<file path="src/rtl/lfsr_rand_arbiter.sv">
// Round-robin arbiter sharing one 8-bit Fibonacci LFSR; each grant steps it and rejection-samples into [0,RANGE-1].
// Optional build macro LFSR_RESEED_EN adds reseed_valid/reseed_data for loading the LFSR while idle.
module lfsr_rand_arbiter #(
    parameter int unsigned N_REQ    = 4,
    parameter logic [7:0]  SEED     = 8'b10010011,
    parameter int unsigned RANGE    = 10,
    parameter int unsigned STEPS    = 8,
    parameter bit          FREE_RUN = 1'b1
) (
    input  logic             clk,
    input  logic             rst,
    input  logic [N_REQ-1:0] req,
    output logic [N_REQ-1:0] ack,
    output logic [7:0]       rand_out,
    output logic             busy
`ifdef LFSR_RESEED_EN
    ,
    input  logic             reseed_valid,
    input  logic [7:0]       reseed_data
`endif
);
    localparam int unsigned GW       = (N_REQ > 1) ? $clog2(N_REQ) : 1;
    localparam logic [7:0]  MASK     = 8'((1 << $clog2(RANGE)) - 1);
    localparam logic [7:0]  RANGE_V  = 8'(RANGE);
    localparam logic [3:0]  CNT_INIT = 4'(STEPS - 1);

    typedef enum logic [1:0] {S_IDLE, S_STEP, S_CHECK, S_GRANT} state_t;

    state_t           state_q, state_d;
    logic [7:0]       lfsr_q, lfsr_d;
    logic [3:0]       cnt_q, cnt_d;
    logic [GW-1:0]    grant_q, grant_d;
    logic [GW-1:0]    last_grant_q, last_grant_d;
    logic [7:0]       rand_q, rand_d;
    logic [N_REQ-1:0] ack_q, ack_d;
    logic [7:0]       sample;
    logic             reseed_now;
    logic [7:0]       reseed_val;

`ifdef LFSR_RESEED_EN
    assign reseed_now = reseed_valid;
    assign reseed_val = (reseed_data == 8'd0) ? SEED : reseed_data;
`else
    assign reseed_now = 1'b0;
    assign reseed_val = SEED;
`endif

    // An all-zero register would lock up the shifter, so it reloads SEED instead.
    function automatic logic [7:0] lfsr_step(input logic [7:0] v);
        if (v == 8'd0) begin
            return SEED;
        end
        return {v[6:0], v[7] ^ v[5] ^ v[4] ^ v[3]};
    endfunction

    // Scan from farthest to nearest so the first requester after 'last' wins.
    function automatic logic [GW-1:0] rr_pick(input logic [N_REQ-1:0] r, input logic [GW-1:0] last);
        logic [GW-1:0] p;
        logic [31:0]   idx;
        p = last;
        for (int i = N_REQ; i >= 1; i--) begin
            idx = (32'(last) + 32'(i)) % N_REQ;
            if (r[idx[GW-1:0]]) begin
                p = idx[GW-1:0];
            end
        end
        return p;
    endfunction

    assign sample = lfsr_q & MASK;

    always_comb begin
        state_d      = state_q;
        lfsr_d       = lfsr_q;
        cnt_d        = cnt_q;
        grant_d      = grant_q;
        last_grant_d = last_grant_q;
        rand_d       = rand_q;
        ack_d        = '0;
        case (state_q)
            S_IDLE: begin
                if (reseed_now) begin
                    lfsr_d = reseed_val;
                end else begin
                    if (FREE_RUN) begin
                        lfsr_d = lfsr_step(lfsr_q);
                    end
                    if (|req) begin
                        grant_d = rr_pick(req, last_grant_q);
                        cnt_d   = CNT_INIT;
                        state_d = S_STEP;
                    end
                end
            end
            S_STEP: begin
                if (!req[grant_q]) begin
                    state_d = S_IDLE;
                end else begin
                    lfsr_d = lfsr_step(lfsr_q);
                    if (cnt_q == 4'd0) begin
                        state_d = S_CHECK;
                    end else begin
                        cnt_d = cnt_q - 4'd1;
                    end
                end
            end
            S_CHECK: begin
                // A withdrawn request aborts even when the sample would have been accepted.
                if (!req[grant_q]) begin
                    state_d = S_IDLE;
                end else if (sample < RANGE_V) begin
                    rand_d         = sample;
                    last_grant_d   = grant_q;
                    ack_d[grant_q] = 1'b1;
                    state_d        = S_GRANT;
                end else begin
                    cnt_d   = '0;
                    state_d = S_STEP;
                end
            end
            S_GRANT: state_d = S_IDLE;
            default: state_d = S_IDLE;
        endcase
    end

    always_ff @(posedge clk) begin
        if (rst) begin
            state_q      <= S_IDLE;
            lfsr_q       <= SEED;
            cnt_q        <= '0;
            grant_q      <= '0;
            last_grant_q <= GW'(N_REQ - 1);
            rand_q       <= '0;
            ack_q        <= '0;
        end else begin
            state_q      <= state_d;
            lfsr_q       <= lfsr_d;
            cnt_q        <= cnt_d;
            grant_q      <= grant_d;
            last_grant_q <= last_grant_d;
            rand_q       <= rand_d;
            ack_q        <= ack_d;
        end
    end

    assign ack      = ack_q;
    assign rand_out = rand_q;
    assign busy     = (state_q != S_IDLE);
endmodule

</file>
<file path="config.mk">
export PLATFORM = sky130hd
export DESIGN_NAME = lfsr_rand_arbiter
export DESIGN_NICKNAME = d
export VERILOG_FILES = /design/src/rtl/lfsr_rand_arbiter.sv
export SDC_FILE = /design/constraint.sdc
export NUM_CORES = 1
export LEC_CHECK = 0
export ABC_AREA = 1
export CAP_MARGIN = 20
export CORE_MARGIN = 8
export CORE_UTILIZATION = 55
export DETAILED_ROUTE_END_ITERATION = 10
export HOLD_SLACK_MARGIN = 0.15
export PLACE_DENSITY = 0.79
export SLEW_MARGIN = 10
export SYNTH_ARGS = -nofsm -noshare
export SYNTH_HDL_FRONTEND = slang
export SYNTH_SLANG_ARGS = --single-unit
export TNS_END_PERCENT = 20
</file>
<file path="constraint.sdc">
create_clock -name clk -period 3.56 [get_ports clk]
set_clock_uncertainty 0.2 [all_clocks]
set_input_delay 0.712 -clock clk [delete_from_list [all_inputs] [get_ports clk]]
set_output_delay 0.712 -clock clk [all_outputs]
set_load 0.02 [all_outputs]
</file>
==> results of run 1 <==
## power by group through the flow
stage | clock network, mW | logic [mW] | registers (mW)
finish | 0.121 | 0.340 | 0.388
global route | 0.142 | 0.394 | 0.396
floorplan | 0 | 0.283 | 0.385
global placement | 0 | 0.333 | 0.393
CTS | 0.129 | 0.341 | 0.388
detailed placement | 0 | 0.339 | 0.394
## Yosys cell counts
library cell  number  share of area [%]
nand2_1           74                 19
inv_1             34                8.6
dfxtp_1           26                 35
nor2_1            23                5.8
nand3_1           21                7.1
a21oi_1           14                4.7
inv_2              5                1.3
o21ai_0            5                1.7
buf_4              4                2.0
nand2_2            4                1.7
nand2_4            3                2.3
nand4_1            3                1.3
buf_2              2               0.68
nor3_1             2               0.68
a21boi_0           1               0.51
buf_6              1               0.76
conb_1             1               0.25
ha_1               1               0.84
nand3_4            1                1.2
nand3b_1           1               0.51
nor2_2             1               0.42
nor2_4             1               0.76
o21ai_2            1               0.59
o22ai_2            1               0.84
or2_1              1               0.42
xnor2_1            1               0.59
xor2_1             1               0.59
## layer usage
metal | vias to the layer above | part of all wire [%] | track usage, %
li1 | 739 | - | -
met1 | 580 | 49 | 16.18
met2 | 27 | 45 | 22.96
met3 | 4 | 4.8 | 2.619
met4 | 0 | 1.6 | 6.905
met5 | - | 0 | 0
## final timing paths
check / slack [ps] / endpoint
max: 1000 / busy
min: 250 / rand_out[3]
max reg2reg: 1830 / cnt_q[0]
min reg2reg: 250 / rand_out[3]
## metrics by stage
stage                     power, mW  util, %
after global placement       0.7261    60.86
after floorplan              0.6681        -
final                        0.8488    61.70
after CTS                    0.8578    61.70
after detailed placement     0.7334    60.86
after global routing         0.9324    61.70
## critical path, cell delays in order (launching register included)
cell,delay [ps]
dfxtp_1,380
nor2_1,260
inv_1,140
clkdlybuf4s50_1,560
## logic make-up after synthesis
kind of cell | after synthesis | share of synthesized area [%]
buffers and inverters | 46 | 13.34
AOI/OAI and AO/OA | 22 | 8.362
xor gates and xnor gates | 2 | 1.183
and+or+nand+nor | 135 | 40.88
adders and majority gates | 1 | 0.8445
other | 1 | 0.2531
DFF | 26 | 35.14
## cell type report
cell class,instances,area [µm²]
fillers,265,1020
well taps,31,38.79
flip-flops and latches,26,520.5
repair buffers,14,140.1
clock buffers,3,22.52
multi-input cells,164,774.5
inverters,39,146.4
## state kept, by name, summed over array words and instances (netlist names)
name,flops
rand_out,4
ack,4
last_grant_q,2
state_q,2
cnt_q,4
grant_q,2
lfsr_q,8
==> impl_metrics.py, run 1 <==
metrics = {
    "pwr": {
        "p_int_mw": 0.5108,
        "p_comb_share_pct": 40.0,
        "power.density_nw_per_um2": 516.7,
        "p_leak_nw": 0.8578,
        "switching_share_pct": 39.82,
        "ir_worst_vdd_uv": 384.4,
        "switchingPower_mw": 0.3380,
        "p_seq_share_pct": 45.7,
        "power_frac_clock_pct": 14.3,
    },
    "logic_synthesis": {
        "syn_area_per_cell_um2": 6.358,
        "yosysUniqueCellTypes": 27,
        "synth_warnings": 0,
        "synth-seq-cells": 26,
        "syn_area_um2": 1481,
        "yosysSeqAreaShare_pct": 35.14,
        "synthCells": 233,
    },
    "sta": {
        "final-hold-violation-count": 0,
        "rsz0062_at_grt": "false",
        "drv_slew": 0,
        "tns_ps": 0,
        "final-setup-viol-count": 0,
        "min_period_over_period_pct": 71.84,
        "fin_ws_ps": 1002,
        "fmax_ghz": 0.3910,
        "finalCriticalPeriod_ps": 2558,
        "holdWs_ps": 252.0,
    },
    "setup_path": {
        "cp.required_ps": 2650,
        "crit_type": "flip-flop to output port",
        "path_max_fanout": 4,
        "reg2reg_depth": 8,
        "crit_arrival_ps": 1650,
        "critPathLaunch": "state_q[0]",
        "reg2reg_from": "cnt_q[0]",
        "startpoint_type": "flip-flop",
        "crit_path_end_kind": "output port",
    },
    "finish": {
        "final_common_cell": "nand2_1",
        "mostFrequentLayoutCells": "nand2_1, inv_1, dfxtp_1, nor2_1, nand3_1",
        "fin_nets": 255,
        "num_antenna_cells": 0,
        "post-route-cell-area_um2": 1643,
        "layout-drive-gt1-share_pct": 8.130,
        "final_cells": 277,
        "areaGrowthSynthToFinish_pct": 10.90,
    },
    "grt": {
        "grt_max_degree": 18,
        "grt_antenna_before_repair": 0,
        "grt_pass1_vias": 1172,
        "grt_pass1_wl_mm": 4.912,
        "grt-ovfl-total": 0,
        "grt_use_total_pct": 13.63,
    },
    "run_status": {
        "outcome": "finished, final reports clean",
    },
    "routing": {
        "first_pass_iters": 4,
        "drc_errors": 0,
        "via_count": 1350,
        "wl_mm": 2.814,
        "ant_nets": 0,
        "via_per_inst": 4.874,
        "wl_per_cell_um": 10.16,
        "drt_iter0_drc": 90,
    },
    "floorplan": {
        "io_pins": 19,
        "start_util_pct": 55.64,
        "rows": 19,
        "die_height_um": 67.90,
        "core_um2": 2663,
        "dieWidth_um": 67.90,
        "die_area_um2": 4610,
    },
    "clocking": {
        "cts_tree": "built",
        "clock-sinks": 26,
        "clk_pin_slew_ps": 130,
        "root_buffer": "clkbuf_4",
        "clk_latency_ps": 310,
        "cts_resized": 0,
        "cts_setup_buffers": 0,
        "cts.path.max_buffers": 2,
        "htree_levels": 1,
        "hold_buffers": 0,
        "numCtsBuffers": 3,
    },
    "place": {
        "hpwl_mm": 2.204,
        "io_buffers": 14,
        "dp_slack_ps": 1191,
        "placed_area_um2": 1620,
        "place_inst": 274,
        "gp_congestion": 0.8642,
    },
    "hold_path": {
        "hp-start": "rand_out[3]",
        "min_path_type": "flip-flop to flip-flop",
        "worstHoldPathCells": 2,
    },
    "flow_run": {
        "max_cap_viol_count": 0,
    },
}
Note: power is estimated with default switching activity, not from simulation.
==> run 2, diff against run 1 <==
Settings changed: CORE_UTILIZATION 55 to 54, PLACE_DENSITY 0.79 to 0.78.
Clock period 3.56 ns to 2.6 ns, I/O delays scaled along.
==> impl_metrics.py, run 2 (synthesized netlist as in run 1, its figures left out) <==
metrics = {
    "run_status": {
        "outcome": "finished, final reports clean",
    },
    "sta": {
        "final-hold-violation-count": 0,
        "fmax_ghz": 0.4218,
        "holdWs_ps": 259.4,
        "finalCriticalPeriod_ps": 2371,
        "min_period_over_period_pct": 91.17,
        "tns_ps": 0,
        "drv_slew": 0,
        "rsz0062_at_grt": "false",
        "final-setup-viol-count": 0,
    },
    "pwr": {
        "p_int_mw": 0.6986,
        "power.density_nw_per_um2": 703.0,
        "p_seq_share_pct": 46.2,
        "p_leak_nw": 0.8578,
        "power.total_mw": 1.155,
        "switchingPower_mw": 0.4564,
        "ir_worst_vdd_uv": 600.4,
        "power_frac_clock_pct": 14.0,
        "switching_share_pct": 39.52,
        "p_comb_share_pct": 39.8,
    },
    "setup_path": {
        "crit_type": "flip-flop to output port",
        "reg2reg_from": "cnt_q[0]",
        "critPathCapture": "busy",
        "crit_arrival_ps": 1650,
        "r2r_setup_slack_ps": 890,
        "critPathLaunch": "state_q[0]",
        "path_cells": "nor2_1 -> inv_1 -> clkdlybuf4s50_1",
        "path_max_fanout": 4,
        "cpPeakStageDelay_ps": 560,
        "r2r_end": "cnt_q[1]",
        "cp.required_ps": 1880,
        "cp_slowest_cell": "clkdlybuf4s50_1",
        "startpoint_type": "flip-flop",
        "critical_path_buf_inv_count": 2,
        "critical_path.top_delay_family": "buffers and inverters",
        "path_depth": 3,
        "reg2reg_depth": 8,
        "crit_path_end_kind": "output port",
    },
    "finish": {
        "fin_util_pct": 61.16,
        "areaGrowthSynthToFinish_pct": 10.90,
        "seq_area_um2": 520.5,
        "fin_nets": 255,
        "multi_input_area_um2": 774.5,
        "num_antenna_cells": 0,
        "layout-drive-gt1-share_pct": 8.130,
        "largest_reg_flops": 8,
        "fillCellCount": 261,
        "final_cells": 277,
        "mostFrequentLayoutCells": "nand2_1, inv_1, dfxtp_1, nor2_1, nand3_1",
        "largest_register": "lfsr_q",
        "final_common_cell": "nand2_1",
    },
    "clocking": {
        "htree_levels": 1,
        "clk_latency_ps": 300,
        "cts_resized": 0,
        "hold_buffers": 0,
        "clock-sinks": 26,
        "root_buffer": "clkbuf_4",
        "cts_setup_buffers": 0,
        "cts_tree": "built",
        "clk_pin_slew_ps": 130,
        "numCtsBuffers": 3,
        "cts.path.max_buffers": 2,
    },
    "routing": {
        "wl_per_cell_um": 10.09,
        "ant_nets": 0,
        "first_pass_iters": 4,
        "wl_mm": 2.796,
        "drc_errors": 0,
        "via_count": 1342,
        "via_per_inst": 4.845,
        "drt_iter0_drc": 62,
    },
    "flow_run": {
        "max_cap_viol_count": 0,
    },
    "grt": {
        "grt_use_total_pct": 13.00,
        "grt_pass1_wl_mm": 4.871,
        "grt_antenna_before_repair": 0,
        "grt_pass1_vias": 1211,
        "grt_max_degree": 18,
        "grt-ovfl-total": 0,
    },
    "floorplan": {
        "die_area_um2": 4675,
        "start_util_pct": 55.15,
        "rows": 19,
        "io_pins": 19,
        "die_height_um": 68.38,
        "dieWidth_um": 68.38,
        "core_um2": 2686,
    },
    "place": {
        "place_inst": 274,
        "hpwl_mm": 2.213,
        "gp_congestion": 0.8663,
        "io_buffers": 14,
    },
    "hold_path": {
        "min_path_type": "flip-flop to flip-flop",
    },
}
run 2: per-stage QoR:
step / setup slack, ps / cell area (µm²)
final: 229.5 / 1643
after global routing: 138.8 / 1643
after CTS: 202.1 / 1643
after detailed placement: 418.7 / 1620
after global placement: 473.4 / 1620
after floorplan: 1055 / 1493
run 2: how the worst min path moves through the flow:
stage,cells after the start,slack [ps],start,end
after global routing,2,310,rand_out[3],rand_out[3]
after floorplan,2,230,cnt_q[1],cnt_q[1]
after detailed placement,2,240,rand_out[3],rand_out[3]
after CTS,2,260,rand_out[3],rand_out[3]
after global placement,2,230,rand_out[3],rand_out[3]
final,2,260,rand_out[3],rand_out[3]
run 2: final cells by class:
cell class	count	share of cell area [%]
Sequential cell	26	31.68
Clock buffer	3	1.371
Multi-Input combinational cell	164	47.14
Tap cell	31	2.361
Inverter	39	8.911
Timing Repair Buffer	14	8.530
run 2: power groups by stage:
stage	registers, mW	logic (mW)	clock network [mW]
finish	0.533	0.460	0.162
global route	0.545	0.535	0.182
CTS	0.533	0.462	0.170
detailed placement	0.541	0.461	0
global placement	0.542	0.452	0
floorplan	0.528	0.387	0
run 2: per-layer routing:
layer  GRT usage (%)  share of wire (%)  up-vias
li1                -                  -      735
met1           16.29                 50      586
met2           22.74                 46       19
met3           1.964                4.2        2
met4           3.069               0.36        0
met5               0                  0        -
run 2: worst register-to-register path, stage by stage (launching register included):
cell and delay (ps):
dfxtp_1 380, inv_1 90, ha_1 230, nand3_1 120
a21boi_0 110, nor2_2 200, nand2_1 140, nand2_1 80
a21oi_1 60
